## config.mk

```make
export PLATFORM = sky130hd
export DESIGN_NAME = mmio_timer
export DESIGN_NICKNAME = d
export VERILOG_FILES = /design/src/rtl/mmio_timer.sv
export SDC_FILE = /design/constraint.sdc
export NUM_CORES = 1
export LEC_CHECK = 0
export CORE_MARGIN = 2
export CORE_UTILIZATION = 50
export DETAILED_ROUTE_END_ITERATION = 6
export GPL_TIMING_DRIVEN = 0
export PLACE_DENSITY = 0.76
export REMOVE_ABC_BUFFERS = 1
export SLEW_MARGIN = 30
export SYNTH_ARGS = -nofsm -noshare
export SYNTH_HDL_FRONTEND = slang
export SYNTH_SLANG_ARGS = --single-unit
export TNS_END_PERCENT = 1
```

## constraint.sdc

```tcl
create_clock -name clk -period 3.1 [get_ports clk]
set_input_delay 0.62 -clock clk [delete_from_list [all_inputs] [get_ports clk]]
set_output_delay 0.62 -clock clk [all_outputs]
set_load 0.01 [all_outputs]
```

## src/rtl/mmio_timer.sv

```systemverilog
// mmio_timer: memory-mapped machine timer responder.
// Registers: 64-bit mtime, 64-bit mtimecmp, ctrl, sticky status, prescale.
// The optional prescaler is compiled in with `define MMIO_TIMER_PRESCALE_EN;
// without it the timer ticks every cycle while enabled.
module mmio_timer #(
   parameter logic [29:0] BASE_WADDR = 30'h0400_0000
) (
   input  logic        clk,
   input  logic        rst_n,
   input  logic [29:0] r_addr,
   output logic [31:0] r_val,
   output logic        r_hit,
   input  logic        w_enable,
   input  logic [29:0] w_addr,
   input  logic [31:0] w_val,
   input  logic [3:0]  w_byte_en,
   output logic        irq
);

   localparam logic [2:0] OFF_MTIME_LO = 3'd0;
   localparam logic [2:0] OFF_MTIME_HI = 3'd1;
   localparam logic [2:0] OFF_CMP_LO   = 3'd2;
   localparam logic [2:0] OFF_CMP_HI   = 3'd3;
   localparam logic [2:0] OFF_CTRL     = 3'd4;
   localparam logic [2:0] OFF_STATUS   = 3'd5;
   localparam logic [2:0] OFF_PRESCALE = 3'd6;

   logic [63:0] mtime;
   logic [63:0] mtimecmp;
   logic        ctrl_enable;
   logic        ctrl_irq_en;
   logic        pending;

   logic [29:0] r_off;
   logic [29:0] w_off;
   logic        r_in_win;
   logic        w_in_win;
   logic        wr_any;
   logic        wr_mt_lo, wr_mt_hi, wr_cmp_lo, wr_cmp_hi, wr_ctrl, wr_status;
   logic        tick;
   logic        pend_set;
   logic        w1c;
   logic        pending_nxt;
   logic        enable_nxt;
   logic        irq_en_nxt;
   logic [63:0] mtime_nxt;
   logic [31:0] rd_word;

   // Replace only the byte lanes selected by be.
   function automatic logic [31:0] merge_bytes(input logic [31:0] old_val,
                                               input logic [31:0] new_val,
                                               input logic [3:0]  be);
      logic [31:0] res;
      for (int i = 0; i < 4; i++)
         res[8*i +: 8] = be[i] ? new_val[8*i +: 8] : old_val[8*i +: 8];
      return res;
   endfunction

   // Window decode: offsets are taken modulo 2^30 so the compare is a single zero test.
   assign r_off    = r_addr - BASE_WADDR;
   assign w_off    = w_addr - BASE_WADDR;
   assign r_in_win = (r_off[29:3] == 27'd0);
   assign w_in_win = (w_off[29:3] == 27'd0);

   // A write with no byte lanes enabled is a complete no-op.
   assign wr_any    = w_enable && w_in_win && (w_byte_en != 4'b0000);
   assign wr_mt_lo  = wr_any && (w_off[2:0] == OFF_MTIME_LO);
   assign wr_mt_hi  = wr_any && (w_off[2:0] == OFF_MTIME_HI);
   assign wr_cmp_lo = wr_any && (w_off[2:0] == OFF_CMP_LO);
   assign wr_cmp_hi = wr_any && (w_off[2:0] == OFF_CMP_HI);
   assign wr_ctrl   = wr_any && (w_off[2:0] == OFF_CTRL);
   assign wr_status = wr_any && (w_off[2:0] == OFF_STATUS);

`ifdef MMIO_TIMER_PRESCALE_EN
   logic [15:0] prescale;
   logic [15:0] presc_cnt;
   logic        wr_presc;
   logic        presc_hit;

   assign wr_presc  = wr_any && (w_off[2:0] == OFF_PRESCALE);
   assign presc_hit = (presc_cnt == prescale);
   assign tick      = ctrl_enable && presc_hit;

   // Prescale divider: counts while enabled and wraps on the tick.
   always_ff @(posedge clk or negedge rst_n) begin
      if (!rst_n) begin
         prescale  <= 16'h0;
         presc_cnt <= 16'h0;
      end else begin
         if (ctrl_enable)
            presc_cnt <= presc_hit ? 16'h0 : presc_cnt + 16'd1;
         if (wr_presc)
            prescale <= {w_byte_en[1] ? w_val[15:8] : prescale[15:8],
                         w_byte_en[0] ? w_val[7:0]  : prescale[7:0]};
      end
   end
`else
   assign tick = ctrl_enable;
`endif

   // Register read mux, from current flop values (a same-cycle write is not visible).
   always_comb begin
      rd_word = 32'h0;
      case (r_off[2:0])
         OFF_MTIME_LO: rd_word = mtime[31:0];
         OFF_MTIME_HI: rd_word = mtime[63:32];
         OFF_CMP_LO:   rd_word = mtimecmp[31:0];
         OFF_CMP_HI:   rd_word = mtimecmp[63:32];
         OFF_CTRL:     rd_word = {30'h0, ctrl_irq_en, ctrl_enable};
         OFF_STATUS:   rd_word = {31'h0, pending};
`ifdef MMIO_TIMER_PRESCALE_EN
         OFF_PRESCALE: rd_word = {16'h0, prescale};
`else
         OFF_PRESCALE: rd_word = 32'h0;
`endif
         default:      rd_word = 32'h0;
      endcase
   end

   // Next mtime: a software write to either half suppresses this cycle's tick.
   always_comb begin
      mtime_nxt = mtime;
      if (wr_mt_lo || wr_mt_hi) begin
         if (wr_mt_lo) mtime_nxt[31:0]  = merge_bytes(mtime[31:0], w_val, w_byte_en);
         if (wr_mt_hi) mtime_nxt[63:32] = merge_bytes(mtime[63:32], w_val, w_byte_en);
      end else if (tick) begin
         mtime_nxt = mtime + 64'd1;
      end
   end

   // Next ctrl; only byte lane 0 carries implemented bits.
   always_comb begin
      enable_nxt = ctrl_enable;
      irq_en_nxt = ctrl_irq_en;
      if (wr_ctrl && w_byte_en[0]) begin
         enable_nxt = w_val[0];
         irq_en_nxt = w_val[1];
      end
   end

   // Sticky pending: the compare set beats a write-1-to-clear in the same cycle.
   assign pend_set    = ctrl_enable && (mtime >= mtimecmp);
   assign w1c         = wr_status && w_byte_en[0] && w_val[0];
   assign pending_nxt = pend_set || (pending && !w1c);

   // Timer state, read port and interrupt flops.
   always_ff @(posedge clk or negedge rst_n) begin
      if (!rst_n) begin
         mtime       <= 64'h0;
         mtimecmp    <= 64'hFFFF_FFFF_FFFF_FFFF;
         ctrl_enable <= 1'b0;
         ctrl_irq_en <= 1'b0;
         pending     <= 1'b0;
         irq         <= 1'b0;
         r_val       <= 32'h0;
         r_hit       <= 1'b0;
      end else begin
         mtime <= mtime_nxt;
         if (wr_cmp_lo) mtimecmp[31:0]  <= merge_bytes(mtimecmp[31:0], w_val, w_byte_en);
         if (wr_cmp_hi) mtimecmp[63:32] <= merge_bytes(mtimecmp[63:32], w_val, w_byte_en);
         ctrl_enable <= enable_nxt;
         ctrl_irq_en <= irq_en_nxt;
         pending     <= pending_nxt;
         irq         <= pending_nxt && irq_en_nxt;
         r_hit       <= r_in_win;
         r_val       <= r_in_win ? rd_word : 32'h0;
      end
   end

endmodule

```

==> impl_results.html <==
<table>
<tr><th>Metric</th><th>Value</th></tr>
<tr><th colspan="2">CTS</th></tr>
<tr><td>CTS hold repair buffers</td><td>0</td></tr>
<tr><td>Maximum root-to-sink buffer count</td><td>2</td></tr>
<tr><td>TritonCTS clock tree</td><td>yes</td></tr>
<tr><td>Num Clock Sinks</td><td>165</td></tr>
<tr><td>Htree depth</td><td>4</td></tr>
<tr><td>CTS buffer count</td><td>17</td></tr>
<tr><td>Clock Tree Root</td><td>sky130_fd_sc_hd__clkbuf_16</td></tr>
<tr><td>Post-CTS clock slew at the launch and capture registers of the worst setup and hold paths</td><td>0.07 ns</td></tr>
<tr><td>Insertion delay of the later-clocked pin in the worst-skew pair</td><td>0.44 ns</td></tr>
<tr><th colspan="2">Placed design</th></tr>
<tr><td>Routability congestion estimate from global placement</td><td>0.890</td></tr>
<tr><td>Placed insts</td><td>1547</td></tr>
<tr><td>Placed wire-length estimate</td><td>24100 µm</td></tr>
<tr><td>Buffers added on ports</td><td>132</td></tr>
<tr><th colspan="2">Synth</th></tr>
<tr><td>Avg Cell Area, Syn</td><td>9.04 µm²</td></tr>
<tr><td>Adder-cell area share of the yosys netlist</td><td>7.88%</td></tr>
<tr><td>Post-synthesis mux area share</td><td>7.18%</td></tr>
<tr><td>Main combinational cell family by area after synthesis</td><td>compound AO/OA/AOI/OAI gates</td></tr>
<tr><td>Primary FF master, synth</td><td>sky130_fd_sc_hd__dfrtp_1</td></tr>
<tr><td>Number of flops mapped to enable cells by yosys</td><td>0</td></tr>
<tr><td>Yosys warning count</td><td>0</td></tr>
<tr><td>Xor and xnor area share after synthesis</td><td>0.165%</td></tr>
<tr><td>Total of flip-flops plus latches after synthesis</td><td>165</td></tr>
<tr><td>Sequential fraction of the synthesis area</td><td>39.6%</td></tr>
<tr><td>Number of library cell types mapped by synthesis</td><td>74</td></tr>
<tr><td>Compound-Gate Fraction of Synth Area</td><td>21.8%</td></tr>
<tr><td>Area share of and/or/nand/nor cells after synthesis</td><td>18.0%</td></tr>
<tr><td>Gate count after technology mapping</td><td>1176</td></tr>
<tr><td>Fraction of registers with async set/reset</td><td>100%</td></tr>
<tr><td>Cell area after synthesis</td><td>0.0106 mm²</td></tr>
<tr><th colspan="2">Critical path</th></tr>
<tr><td>Worst flop-to-flop path startpoint</td><td>mtimecmp[58]</td></tr>
<tr><td>Critical path arrival</td><td>3.48 ns</td></tr>
<tr><td>Startpoint of the most critical setup path</td><td>mtimecmp[58]</td></tr>
<tr><td>Type of destination of the critical path</td><td>flip-flop</td></tr>
<tr><td>Crit-path max FO</td><td>3</td></tr>
<tr><td>Most common cell on crit path</td><td>sky130_fd_sc_hd__buf_4</td></tr>
<tr><td>Class of the most critical setup path</td><td>reg -&gt; reg</td></tr>
<tr><td>Crit-path max cell delay</td><td>0.70 ns</td></tr>
<tr><td>CP Launch Type</td><td>flip-flop</td></tr>
<tr><td>Cell-by-cell trace of the critical path</td><td>inv_1, ha_1, nand4_1, nor4_4, nor4b_4, buf_4, buf_4, o31a_1, or4b_2, o31ai_4, a21boi_0</td></tr>
<tr><td>Slowest cell on crit path</td><td>sky130_fd_sc_hd__or4b_2</td></tr>
<tr><td>Register-to-register setup slack</td><td>-0.08 ns</td></tr>
<tr><td>Critical Path RT</td><td>3.40 ns</td></tr>
<tr><th colspan="2">Hold path</th></tr>
<tr><td>Worst min-delay path class</td><td>in -&gt; async</td></tr>
<tr><th colspan="2">Detailed routing</th></tr>
<tr><td>Avg WL per Cell</td><td>21.2 µm</td></tr>
<tr><td>Number of antenna-violating nets in the routed design</td><td>0</td></tr>
<tr><td>Via density</td><td>6.44</td></tr>
<tr><td>DRC viols</td><td>0</td></tr>
<tr><td>Via Count</td><td>10300</td></tr>
<tr><td>Number of search-and-repair iterations in the first detailed-routing pass</td><td>6</td></tr>
<tr><td>Post-detailed-routing wire length</td><td>34000 µm</td></tr>
<tr><td>Iteration-0 DRC Markers</td><td>1130</td></tr>
<tr><th colspan="2">Power and ir drop</th></tr>
<tr><td>Leakage power summed over all cells</td><td>5.30 nW</td></tr>
<tr><td>Switching part of the total power</td><td>21.9%</td></tr>
<tr><td>Power per cell area</td><td>354 mW/mm²</td></tr>
<tr><td>Clock network power share</td><td>47.4%</td></tr>
<tr><td>Largest vdd supply drop</td><td>0.269 mV</td></tr>
<tr><td>Total net switching power</td><td>0.00103 W</td></tr>
<tr><td>Part of the total power dissipated in combinational logic</td><td>6.9%</td></tr>
<tr><td>Tot Pwr</td><td>0.00472 W</td></tr>
<tr><td>Internal Dissipation</td><td>0.00369 W</td></tr>
<tr><td>Sequential group share of total power</td><td>45.7%</td></tr>
<tr><th colspan="2">GRT</th></tr>
<tr><td>Total congestion overflow after global routing</td><td>0</td></tr>
<tr><td>Initial antenna violation count</td><td>0</td></tr>
<tr><td>Total global-route track usage</td><td>30.6%</td></tr>
<tr><td>Wire length of the first global-routing pass</td><td>53900 µm</td></tr>
<tr><td>Largest net degree at the start of global routing</td><td>78</td></tr>
<tr><td>Number of global-route vias before repair</td><td>10200</td></tr>
<tr><th colspan="2">STA</th></tr>
<tr><td>Number of max-slew violations in the final report</td><td>0</td></tr>
<tr><td>Slew margin rel.</td><td>30.5%</td></tr>
<tr><td>Setup tns final</td><td>-0.245 ns</td></tr>
<tr><td>Final min period</td><td>3.18 ns</td></tr>
<tr><td>Actual transition at the worst max-transition pin</td><td>1.03 ns</td></tr>
<tr><td>Crit path setup slack, layout</td><td>-0.0769 ns</td></tr>
<tr><td>Unrepaired setup endpoints after global routing</td><td>yes</td></tr>
<tr><td>Post-route fraction of the period consumed by the critical path</td><td>102%</td></tr>
<tr><td>Max Clock Freq</td><td>315 MHz</td></tr>
<tr><td>Total of endpoints with negative setup slack in the final report</td><td>7</td></tr>
<tr><td>Maximum clock skew at final layout</td><td>0.0120 ns</td></tr>
<tr><td>Final number of hold-violating endpoints</td><td>0</td></tr>
<tr><th colspan="2">Final layout</th></tr>
<tr><td>Fraction of layout cells with a size suffix above 1</td><td>19.5%</td></tr>
<tr><td>Multi-input gate area in the final layout</td><td>0.00609 mm²</td></tr>
<tr><td>Fill cell instance count of the final layout</td><td>1705</td></tr>
<tr><td>Layout overhead on the synthesized area</td><td>25.5%</td></tr>
<tr><td>Commonest non-fill, non-tap cells in the layout</td><td>sky130_fd_sc_hd__a21oi_1, sky130_fd_sc_hd__clkdlybuf4s50_1, sky130_fd_sc_hd__dfrtp_1</td></tr>
<tr><td>FF/Latch Area</td><td>0.00421 mm²</td></tr>
<tr><td>Final cell count without fillers</td><td>1604</td></tr>
<tr><td>Final layout net count</td><td>1482</td></tr>
<tr><td>Commonest non-fill, non-tap cell in the layout</td><td>sky130_fd_sc_hd__a21oi_1</td></tr>
<tr><td>Number of antenna cells inserted</td><td>0</td></tr>
<tr><th colspan="2">Die</th></tr>
<tr><td>Placement Rows</td><td>53</td></tr>
<tr><td>Total die area</td><td>0.0225 mm²</td></tr>
<tr><td>Placeable core area</td><td>0.0210 mm²</td></tr>
<tr><td>I/O pin count</td><td>133</td></tr>
<tr><td>Overall die width</td><td>150 µm</td></tr>
<tr><td>Initial Utilization</td><td>50.8%</td></tr>
<tr><td>Die span in y</td><td>150 µm</td></tr>
<tr><th colspan="2">Status</th></tr>
<tr><td>Status</td><td>finished, violations left</td></tr>
<tr><td>Violations in the final reports</td><td>negative setup slack</td></tr>
<tr><th colspan="2">Run</th></tr>
<tr><td>Max capacitance violation total</td><td>0</td></tr>
</table>
-- power by group through the flow --
stage / Sequential [W] / Clock, W / Combinational, W
after floorplan: 0.00219 / 0 / 0.0000568
after global placement: 0.00219 / 0 / 0.000290
after detailed placement: 0.00219 / 0 / 0.000320
after CTS: 0.00216 / 0.00225 / 0.000321
after global routing: 0.00216 / 0.00235 / 0.000350
final: 0.00216 / 0.00224 / 0.000326
-- synth_stat cells, types with 4 or more instances --
master                     instances  share of area, %
sky130_fd_sc_hd__a22oi_1          61               4.3
sky130_fd_sc_hd__nor4_2            6              0.71
sky130_fd_sc_hd__a211oi_1          6              0.42
sky130_fd_sc_hd__mux2i_1          11               1.0
sky130_fd_sc_hd__o32ai_1           4              0.33
sky130_fd_sc_hd__a31oi_1          10              0.59
sky130_fd_sc_hd__a21oi_1         149               7.0
sky130_fd_sc_hd__and3_1           11              0.65
sky130_fd_sc_hd__nand2b_1         14              0.82
sky130_fd_sc_hd__inv_1            86               3.0
sky130_fd_sc_hd__mux2_2           58               6.1
sky130_fd_sc_hd__nand4_1          40               2.4
sky130_fd_sc_hd__nor3_1           22               1.0
sky130_fd_sc_hd__o22ai_1          34               2.0
sky130_fd_sc_hd__o21a_1            5              0.35
sky130_fd_sc_hd__nor4_1           18               1.1
sky130_fd_sc_hd__buf_1             6              0.21
sky130_fd_sc_hd__a31o_2            5              0.41
sky130_fd_sc_hd__ha_1             67               7.9
sky130_fd_sc_hd__buf_2            10              0.47
sky130_fd_sc_hd__o21ai_0          43               2.0
sky130_fd_sc_hd__o31ai_1           6              0.42
sky130_fd_sc_hd__nand2_1          91               3.2
sky130_fd_sc_hd__dfstp_2          64                16
sky130_fd_sc_hd__a221oi_1          6              0.49
sky130_fd_sc_hd__and2_1            7              0.41
sky130_fd_sc_hd__a21boi_0          5              0.35
sky130_fd_sc_hd__and4_1            5              0.41
sky130_fd_sc_hd__a21o_1            7              0.49
sky130_fd_sc_hd__clkbuf_1         40               1.4
sky130_fd_sc_hd__dfrtp_1         101                24
sky130_fd_sc_hd__nand3_1          43               2.0
sky130_fd_sc_hd__nor2_1           70               2.5
-- logic make-up after synthesis --
group	count (synthesis)
xor+xnor	2
compound gates	370
simple gates	357
flops	165
fa+ha+maj	67
buf+inv	146
mux	69
-- stage by stage --
step           hold slack [ns]  cell area (µm²)  setup WS [ns]  utilization, %
6_report                0.0304            13400        -0.0769            63.7
5_1_grt                 0.0419            13400         -0.175            63.7
3_5_place_dp             0.492            12400          -1.16            59.1
2_1_floorplan            0.324            10400          -1.92               -
4_1_cts                 0.0383            13100         -0.194            62.6
3_3_place_gp             0.478            12100          -5.48            57.5
-- state kept, by name, indices dropped and copies added (netlist names) --
name / flops
mtime: 64
mtimecmp: 64
r_val: 32
ctrl_enable: 1
ctrl_irq_en: 1
irq: 1
pending: 1
r_hit: 1
-- worst max-delay path: cells and delay by family (launching register included) --
kind | cells | cell delay (ns)
AO/OA/AOI/OAI | 3 | 0.65
adder cells (fa/ha/maj) | 1 | 0.29
buffers and inverters | 3 | 0.35
flip-flops | 1 | 0.55
AND/OR/NAND/NOR | 4 | 1.19
-- routing by layer --
layer | part of all wire [%] | global-route usage (%)
met1 | 40 | 39.9
met2 | 47 | 49.6
met3 | 9.0 | 6.92
met4 | 4.0 | 11.7
met5 | 0 | 0
-- area by class of cell --
cell class / instances / area share (%)
sequential: 165 / 31.5
clock inverter: 4 / 0.712
inverter: 86 / 2.42
multi-input combinational: 866 / 45.6
tap: 275 / 2.58
clock buffer: 28 / 3.87
timing repair buffer: 180 / 13.3
-- path summary, 6_finish.rpt --
kind | cells past startpoint | to
worst max-delay path | 11 | irq
worst min-delay path | 1 | r_val[27]
worst max register to register | 11 | irq
worst min register to register | 2 | mtimecmp[22]
max in group asynchronous | 2 | mtimecmp[40]
min in group clk | 2 | mtimecmp[22]
-- what timing repair did --
item,CTS,global route
gates resized for setup,17,26
cloned,0,1
endpoints found under the setup margin,129,128
buffers inserted,6,18
pin swaps,5,11
No activity file was read; power rests on OpenSTA's default activity.
